===== src/rtl/demorgan_sweep.sv =====
// demorgan_sweep
// Exhaustive De Morgan equivalence checker. On a start pulse it walks every
// combination of two WIDTH-bit operands, evaluates both sides of the selected
// identity and counts word-level mismatches. Each evaluated vector is streamed
// out on vec_* so it can be printed as a truth table. At the end it reports
// pass/fail, the saturating error count and the first failing operand pair.
// A fault-injection input flips rhs[0] on the diagonal (A == B). This lets
// the checker prove that it can actually detect a failure.

module demorgan_sweep #(
   parameter int WIDTH = 2,
   parameter int ERR_W = 8
) (
   input  logic             clk,
   input  logic             rst_n,
   input  logic             start,
   input  logic             mode,
   input  logic             inject,
   output logic             busy,
   output logic             done,
   output logic             pass,
   output logic [ERR_W-1:0] err_count,
   output logic [WIDTH-1:0] first_fail_a,
   output logic [WIDTH-1:0] first_fail_b,
   output logic             vec_valid,
   output logic [WIDTH-1:0] vec_a,
   output logic [WIDTH-1:0] vec_b,
   output logic [WIDTH-1:0] vec_lhs,
   output logic [WIDTH-1:0] vec_rhs
);

   // The vector counter holds both operands: A in the upper half, B in the lower half.
   localparam int CNT_W = 2 * WIDTH;
   localparam logic [CNT_W-1:0] CNT_LAST = '1;

   typedef enum logic [1:0] {
      IDLE  = 2'd0,
      SWEEP = 2'd1,
      DONE  = 2'd2
   } state_t;

   state_t           state;
   logic [CNT_W-1:0] cnt;
   logic             mode_q;
   logic             inject_q;
   logic             fail_seen;

   logic [WIDTH-1:0] op_a;
   logic [WIDTH-1:0] op_b;
   logic [WIDTH-1:0] lhs;
   logic [WIDTH-1:0] rhs;
   logic             mismatch;
   logic             last_vec;
   logic             err_full;
   logic             final_clean;

   assign op_a = cnt[CNT_W-1:WIDTH];
   assign op_b = cnt[WIDTH-1:0];

   // Both sides of the identity come combinationally from the counter. The
   // optional fault flips bit 0 of the right-hand side on the diagonal only.
   always_comb begin
      lhs = '0;
      rhs = '0;
      if (mode_q == 1'b0) begin
         lhs = ~(op_a | op_b);
         rhs = ~op_a & ~op_b;
      end else begin
         lhs = ~(op_a & op_b);
         rhs = ~op_a | ~op_b;
      end
      if (inject_q && (op_a == op_b)) begin
         rhs[0] = ~rhs[0];
      end
   end

   // Mismatch is a whole-word compare. The final verdict also folds in the
   // vector being evaluated on the last sweep edge.
   assign mismatch    = (lhs != rhs);
   assign last_vec    = (cnt == CNT_LAST);
   assign err_full    = &err_count;
   assign final_clean = (err_count == '0) && !mismatch;

   // Main controller: the state machine, vector counter, result capture and
   // the registered per-vector output stream.
   always_ff @(posedge clk or negedge rst_n) begin
      if (!rst_n) begin
         state        <= IDLE;
         cnt          <= '0;
         mode_q       <= 1'b0;
         inject_q     <= 1'b0;
         fail_seen    <= 1'b0;
         busy         <= 1'b0;
         done         <= 1'b0;
         pass         <= 1'b0;
         err_count    <= '0;
         first_fail_a <= '0;
         first_fail_b <= '0;
         vec_valid    <= 1'b0;
         vec_a        <= '0;
         vec_b        <= '0;
         vec_lhs      <= '0;
         vec_rhs      <= '0;
      end else begin
         done      <= 1'b0;
         vec_valid <= 1'b0;
         case (state)
            IDLE: begin
               if (start) begin
                  state        <= SWEEP;
                  busy         <= 1'b1;
                  mode_q       <= mode;
                  inject_q     <= inject;
                  cnt          <= '0;
                  err_count    <= '0;
                  fail_seen    <= 1'b0;
                  first_fail_a <= '0;
                  first_fail_b <= '0;
                  pass         <= 1'b0;
               end
            end
            SWEEP: begin
               vec_valid <= 1'b1;
               vec_a     <= op_a;
               vec_b     <= op_b;
               vec_lhs   <= lhs;
               vec_rhs   <= rhs;
               if (mismatch) begin
                  if (!err_full) begin
                     err_count <= err_count + ERR_W'(1);
                  end
                  if (!fail_seen) begin
                     fail_seen    <= 1'b1;
                     first_fail_a <= op_a;
                     first_fail_b <= op_b;
                  end
               end
               cnt <= cnt + CNT_W'(1);
               if (last_vec) begin
                  state <= DONE;
                  busy  <= 1'b0;
                  done  <= 1'b1;
                  pass  <= final_clean;
               end
            end
            DONE: begin
               state <= IDLE;
            end
            default: begin
               state <= IDLE;
               busy  <= 1'b0;
            end
         endcase
      end
   end

endmodule


===== config.mk =====
export PLATFORM = sky130hd
export DESIGN_NAME = demorgan_sweep
export DESIGN_NICKNAME = d
export VERILOG_FILES = /design/src/rtl/demorgan_sweep.sv
export SDC_FILE = /design/constraint.sdc
export NUM_CORES = 1
export LEC_CHECK = 0
export CAP_MARGIN = 20
export CORE_MARGIN = 2
export CORE_UTILIZATION = 40
export DETAILED_ROUTE_END_ITERATION = 8
export HOLD_SLACK_MARGIN = 0.03
export PLACE_DENSITY = 0.65
export SYNTH_ARGS = -nofsm -noshare
export SYNTH_HDL_FRONTEND = slang
export SYNTH_SLANG_ARGS = --single-unit

===== constraint.sdc =====
create_clock -name clk -period 4.7 [get_ports clk]
set_input_delay 1.41 -clock clk [delete_from_list [all_inputs] [get_ports clk]]
set_output_delay 1.41 -clock clk [all_outputs]
set_load 0.005 [all_outputs]

==> results of run 1 <==
area by class of cell:
cell class | instances | area (um^2) | share of cell area (%)
Timing Repair Buffer | 29 | 288 | 14.6
Sequential cell | 32 | 801 | 40.5
Clock buffer | 7 | 86.3 | 4.37
Multi-Input combinational cell | 109 | 699 | 35.4
Tap cell | 48 | 60.1 | 3.04
Inverter | 9 | 33.8 | 1.71
Clock inverter | 1 | 7.51 | 0.380
cell usage after synthesis, types with 2 or more instances:
library cell / number
nor2_1: 5
o21ai_0: 5
nand2_1: 35
and3_1: 4
mux2i_1: 6
o21ai_1: 5
o31ai_1: 6
a21oi_1: 2
inv_1: 9
dfrtp_1: 32
nor4b_1: 2
ha_1: 7
nand3_1: 8
buf_2: 3
a21o_1: 2
clkbuf_1: 2
or3b_1: 2
a22o_1: 3
a31oi_1: 2
cells in the final DEF, fill, tap and decap left out, drive strengths merged, types with 3 or more instances in the layout:
| cell | instances |
|---|---|
| inv | 9 |
| nand3 | 8 |
| and3 | 4 |
| ha | 7 |
| mux2i | 6 |
| o21ai | 11 |
| nand2 | 35 |
| clkbuf | 7 |
| nor2 | 6 |
| a22o | 3 |
| o31ai | 6 |
| dfrtp | 32 |
| clkdlybuf4s50 | 28 |
power groups by stage:
stage                     Clock [mW]  Combinational, mW  Sequential, mW
after floorplan                    0              0.331           0.463
after global placement             0              0.512           0.479
after detailed placement           0              0.524           0.484
after CTS                      0.222              0.527           0.479
after global routing           0.244              0.585           0.495
final                          0.217              0.519           0.478
state kept, by name, indices dropped and copies added (netlist names):
signal and count:
busy 1, inject_q 1, state 2, first_fail_b 2
err_count 8, first_fail_a 2, done 1, vec_lhs 2
vec_valid 1, cnt 4, vec_a 2, mode_q 1
pass 1, fail_seen 1, vec_rhs 1, vec_b 2
cells by family (layout without fill, tap and decap cells):
kind of cell	after synthesis	after routing	synth area share (%)
multiplexers	7	7	4.52
AO/OA/AOI/OAI	31	31	14.3
flip-flops	32	32	50.7
AND/OR/NAND/NOR	63	63	19.4
adder cells (fa/ha/maj)	7	7	5.55
XOR/XNOR	1	1	0.555
buffers and inverters	17	46	4.99
per-stage QoR:
| stage | utilization (%) | cell area [um^2] |
|---|---|---|
| after floorplan | - | 1580 |
| after global placement | 50.6 | 1880 |
| after detailed placement | 50.6 | 1880 |
| after CTS | 53.2 | 1980 |
| after global routing | 53.2 | 1980 |
| final | 53.2 | 1980 |
worst max-delay path, delay by kind of cell:
kind                   cells  cell delay (ps)
AO/OA/AOI/OAI              3              650
AND/OR/NAND/NOR            1              570
buffers and inverters      1              490
per-layer routing:
metal	vias up	part of all wire, %	wire, um
li1	608	-	-
met5	-	0	0
met2	39	49	1590
met1	609	43	1400
met4	0	1.8	57
met3	8	6.2	203
final timing paths:
kind / to / slack [ps] / depth (start not counted) / startpoint
max reg2reg: err_count[7]$_DFFE_PN0P_ / 2300 / 5 / state[0]$_DFFE_PN0P_
min reg2reg: vec_a[0]$_DFFE_PN0P_ / 470 / 2 / vec_a[0]$_DFFE_PN0P_
min in group asynchronous: fail_seen$_DFFE_PN0P_ / 1520 / 2 / rst_n
min: vec_a[0]$_DFFE_PN0P_ / 470 / 2 / vec_a[0]$_DFFE_PN0P_
max in group asynchronous: err_count[1]$_DFFE_PN0P_ / 2890 / 2 / rst_n
max: err_count[7]$_DFFE_PN0P_ / 1730 / 5 / start
==> impl_metrics.tcl, run 1 <==
set metrics [dict create \
    irDropWorstVdd_mv 0.322 \
    cts_buffer_depth 2 \
    drive_gt1_share_pct 7.49 \
    seq_power_share_pct 39.4 \
    grt_pass1_wl_mm 5.72 \
    antenna_found_initial 0 \
    synthTopCellsByArea "dfrtp_1 (51%), nand2_1 (8.3%), ha_1 (5.5%)" \
    clock_skew_ps 10.5 \
    p_clk_share_pct 17.9 \
    remaining_drc_errors 0 \
    post-place-cells 227 \
    fillCellCount 357 \
    htree_levels 2 \
    async_reset_ff_share_pct 100 \
    die_w_um 66.8 \
    grt.busiest_layer "met2" \
    grt_usage_pct 17.3 \
    netlist.area_leader.share_pct 50.7 \
    viasPerCell 5.38 \
    status "completed" \
    cts.hold.buffers_added 0 \
    cts_root_buffer "clkbuf_8" \
    hold_class "reg2reg" \
    syn-instance-count 158 \
    drv_slew 0 \
    ctsResizeCount 0 \
    power_mw 1.21 \
    max_stage_delay_ps 570 \
    final_cell_count_no_fill 235 \
    slowest_stage "or3b_1" \
    use_met3_pct 6.08 \
    cp_max_fo 12 \
    tns_ps 0 \
    swShare_pct 37.0 \
    dp_hpwl_mm 2.33 \
    cts_buffers 5 \
    grt_start_max_net_pins 33 \
    ys_warn_count 0 \
    insertion_delay_ps 290 \
    final.period_utilization_pct 63.1 \
    grt-ovfl-total 0 \
    netlist-cell-type-count 37 \
    core_mm2 0.00372 \
    critical_path.endpoint_type "register" \
    p_comb_share_pct 42.7 \
    path_cells "clkdlybuf4s50_1 > or3b_1 > o21a_4 > o311ai_2 > o41ai_1" \
    routed_wl_mm 3.26 \
    start_util_pct 42.5 \
    postCtsSetupBuffers 0 \
    cts.clk_slew.worst_paths_ps 70 \
    setup_viol 0 \
    yosysTopAreaCell "dfrtp_1" \
    num_antenna_cells 0 \
    timing.fmax_mhz 337 \
    cellLeakagePower_nw 0.886 \
    p_int_mw 0.764 \
    maxCapViolCount 0 \
    seq_area_frac_synth_pct 50.7 \
    cp.arrival_ps 3110 \
    pin_count 29 \
    cp-start-kind "input pin" \
    relSlewSlack_pct 48.0 \
    first_pass_iters 4 \
    fin_ws_ps 1730 \
    die_h_um 66.8 \
    grt_pass1_vias 1273 \
    syn_avg_cell_area_um2 9.99 \
    met1_usage_pct 19.9 \
    design.die.area_mm2 0.00447 \
    hold_slack_ps 473 \
    area_delta_synth_final_pct 25.1 \
    fin_crit_ps 2970 \
    cts.sinks 32 \
    syn_area_mm2 0.00158 \
    synthFlopType "dfrtp_1" \
    drt-initial-drc-count 51 \
    hold_violations 0 \
    synth_nets 170 \
    num_rows 22 \
    num_vias 1264 \
    ys_ff_latch 32 \
    rsz0062_at_grt "no" \
    p_switching_mw 0.450 \
    route.antenna.remaining_nets 0 \
    synth_enable_flop_cells 0 \
    numPortBuffers 28 \
    dp_slack_ps 1450 \
    finish.net_count 198 \
    grt.met2_usage_pct 29.1 \
    worst_slew_pin_slew_ps 780 \
    cts_tree "yes" \
    gp_congestion 0.913 \
    critical_path_class "in2reg" \
    cellPowerDensity_mw_per_mm2 614 \
    routedWlPerCell_um 13.9 \
    crit_required_ps 4850 \
]
Power figures use the tool's default switching activity.
==> run 2: changes to the inputs <==
==> constraint.sdc (replaced) <==
create_clock -name clk -period 3.1 [get_ports clk]
set_input_delay 0.93 -clock clk [delete_from_list [all_inputs] [get_ports clk]]
set_output_delay 0.93 -clock clk [all_outputs]
set_load 0.005 [all_outputs]
==> impl_metrics.tcl, run 2 (synthesized netlist as in run 1, its figures left out) <==
set metrics [dict create \
    start_util_pct 42.5 \
    num_antenna_cells 0 \
    setup_viol 0 \
    min_from "inject_q$_DFFE_PN0P_" \
    drive_gt1_share_pct 9.47 \
    status "completed" \
    largest_reg_flops 8 \
    insertion_delay_ps 280 \
    path_cells "clkdlybuf4s50_1 > or3b_1 > o21a_4 > o31ai_1 > o31ai_1" \
    dp_hpwl_mm 2.41 \
    cellPowerDensity_mw_per_mm2 936 \
    design.die.area_mm2 0.00447 \
    max_stage_delay_ps 500 \
    core_mm2 0.00372 \
    htree_levels 2 \
    clock_skew_ps 5.14 \
    route.antenna.remaining_nets 0 \
    top_regs "err_count x8, cnt x4" \
    cts.hold.buffers_added 0 \
    hold_violations 0 \
    area_delta_synth_final_pct 27.2 \
    grt_pass1_wl_mm 5.97 \
    ctsResizeCount 0 \
    cp_max_fo 7 \
    pin_count 29 \
    tns_ps 0 \
    cts.sinks 32 \
    gp_congestion 0.903 \
    cts.clk_slew.worst_paths_ps 60 \
    crit_top_cell "o31ai_1" \
    timing.fmax_mhz 428 \
    hold_class "reg2reg" \
    numPortBuffers 28 \
    grt_usage_pct 17.9 \
    worst-path-buf-inv 1 \
    cp-start-kind "input pin" \
    layout_commonest_cell "nand2_1" \
    irDropWorstVdd_mv 0.388 \
    final_cell_mix "nand2_1 (35), dfrtp_1 (32), clkdlybuf4s50_1 (28), inv_1 (9), nand3_1 (8)" \
    rsz0062_at_grt "no" \
    worst_slew_pin_slew_ps 551 \
    cts_buffer_depth 2 \
    remaining_drc_errors 0 \
    grt-ovfl-total 0 \
    die_w_um 66.8 \
    die_h_um 66.8 \
    critical_path.endpoint_type "register" \
    final.period_utilization_pct 75.5 \
    drv_slew 0 \
    postCtsSetupBuffers 0 \
    viasPerCell 5.19 \
    grt_start_max_net_pins 33 \
    crit_family "compound AO/OA/AOI/OAI gates" \
    cts_buffers 5 \
    maxCapViolCount 0 \
    relSlewSlack_pct 63.0 \
    startpoint "start" \
    first_pass_iters 4 \
    cts_root_buffer "clkbuf_8" \
    num_rows 22 \
    antenna_found_initial 0 \
    num_vias 1236 \
    power_mw 1.88 \
    grt_pass1_vias 1341 \
    cp.arrival_ps 2490 \
    critical_path_class "in2reg" \
    drt-initial-drc-count 32 \
    routedWlPerCell_um 14.1 \
    largest_register "err_count" \
    cts_tree "yes" \
    regToRegStartpoint "cnt[1]$_DFFE_PN0P_" \
    cellLeakagePower_nw 0.911 \
    slowest_stage "clkdlybuf4s50_1" \
    crit_required_ps 3260 \
    finish.net_count 202 \
    fin_crit_ps 2340 \
    routed_wl_mm 3.35 \
]
-- run 2: changes by cell type in the layout (fill, tap and decap cells not counted), sizes merged --
cell      before  now
buf            1    5
clkinvlp       1    0
-- run 2: per-stage QoR --
step | std cells | area (um^2) | utilization, % | hold WS, ps | setup WS, ps
after floorplan | 158 | 1580 | - | 436 | 1130
after global placement | 231 | 1910 | 51.4 | 458 | 518
after detailed placement | 231 | 1910 | 51.4 | 466 | 488
after CTS | 238 | 2010 | 54.0 | 482 | 777
after global routing | 238 | 2010 | 54.0 | 507 | 701
final | 238 | 2010 | 54.0 | 474 | 761
-- run 2: final timing paths --
kind                                            end  slack (ps)  cells past startpoint
max in group asynchronous      vec_b[0]$_DFFE_PN0P_        1770                      2
min in group asynchronous      state[0]$_DFFE_PN0P_        1050                      2
min reg2reg                    inject_q$_DFFE_PN0P_         470                      2
max                        err_count[4]$_DFFE_PN0P_         760                      5
min                            inject_q$_DFFE_PN0P_         470                      2
max reg2reg                err_count[4]$_DFFE_PN0P_         900                      6
-- run 2: area by class of cell --
class	instances	area (um^2)
Fill cell	355	1710
Timing Repair Buffer	33	318
Inverter	9	33.8
Multi-Input combinational cell	109	699
Tap cell	48	60.1
Clock buffer	7	96.3
Sequential cell	32	801
-- run 2: tightest hold or removal path: stages, from the launching register on --
cell     delay (ps)
dfrtp_1         340
nand2_1          50
nand2_1          50
-- run 2: where the power goes --
group          switching (mW)  internal, mW  total (mW)
combinational           0.388         0.429       0.816
clock                   0.146         0.197       0.343
sequential              0.149         0.572       0.721
total                   0.682          1.20        1.88
-- run 2: layer usage --
metal	vias up	routed length (um)	part of all wire (%)	track usage (%)
met5	-	0	0	0
met4	0	47	1.4	7.40
met3	6	143	4.3	5.41
met2	30	1660	50	30.4
met1	593	1490	45	20.9
li1	607	-	-	-
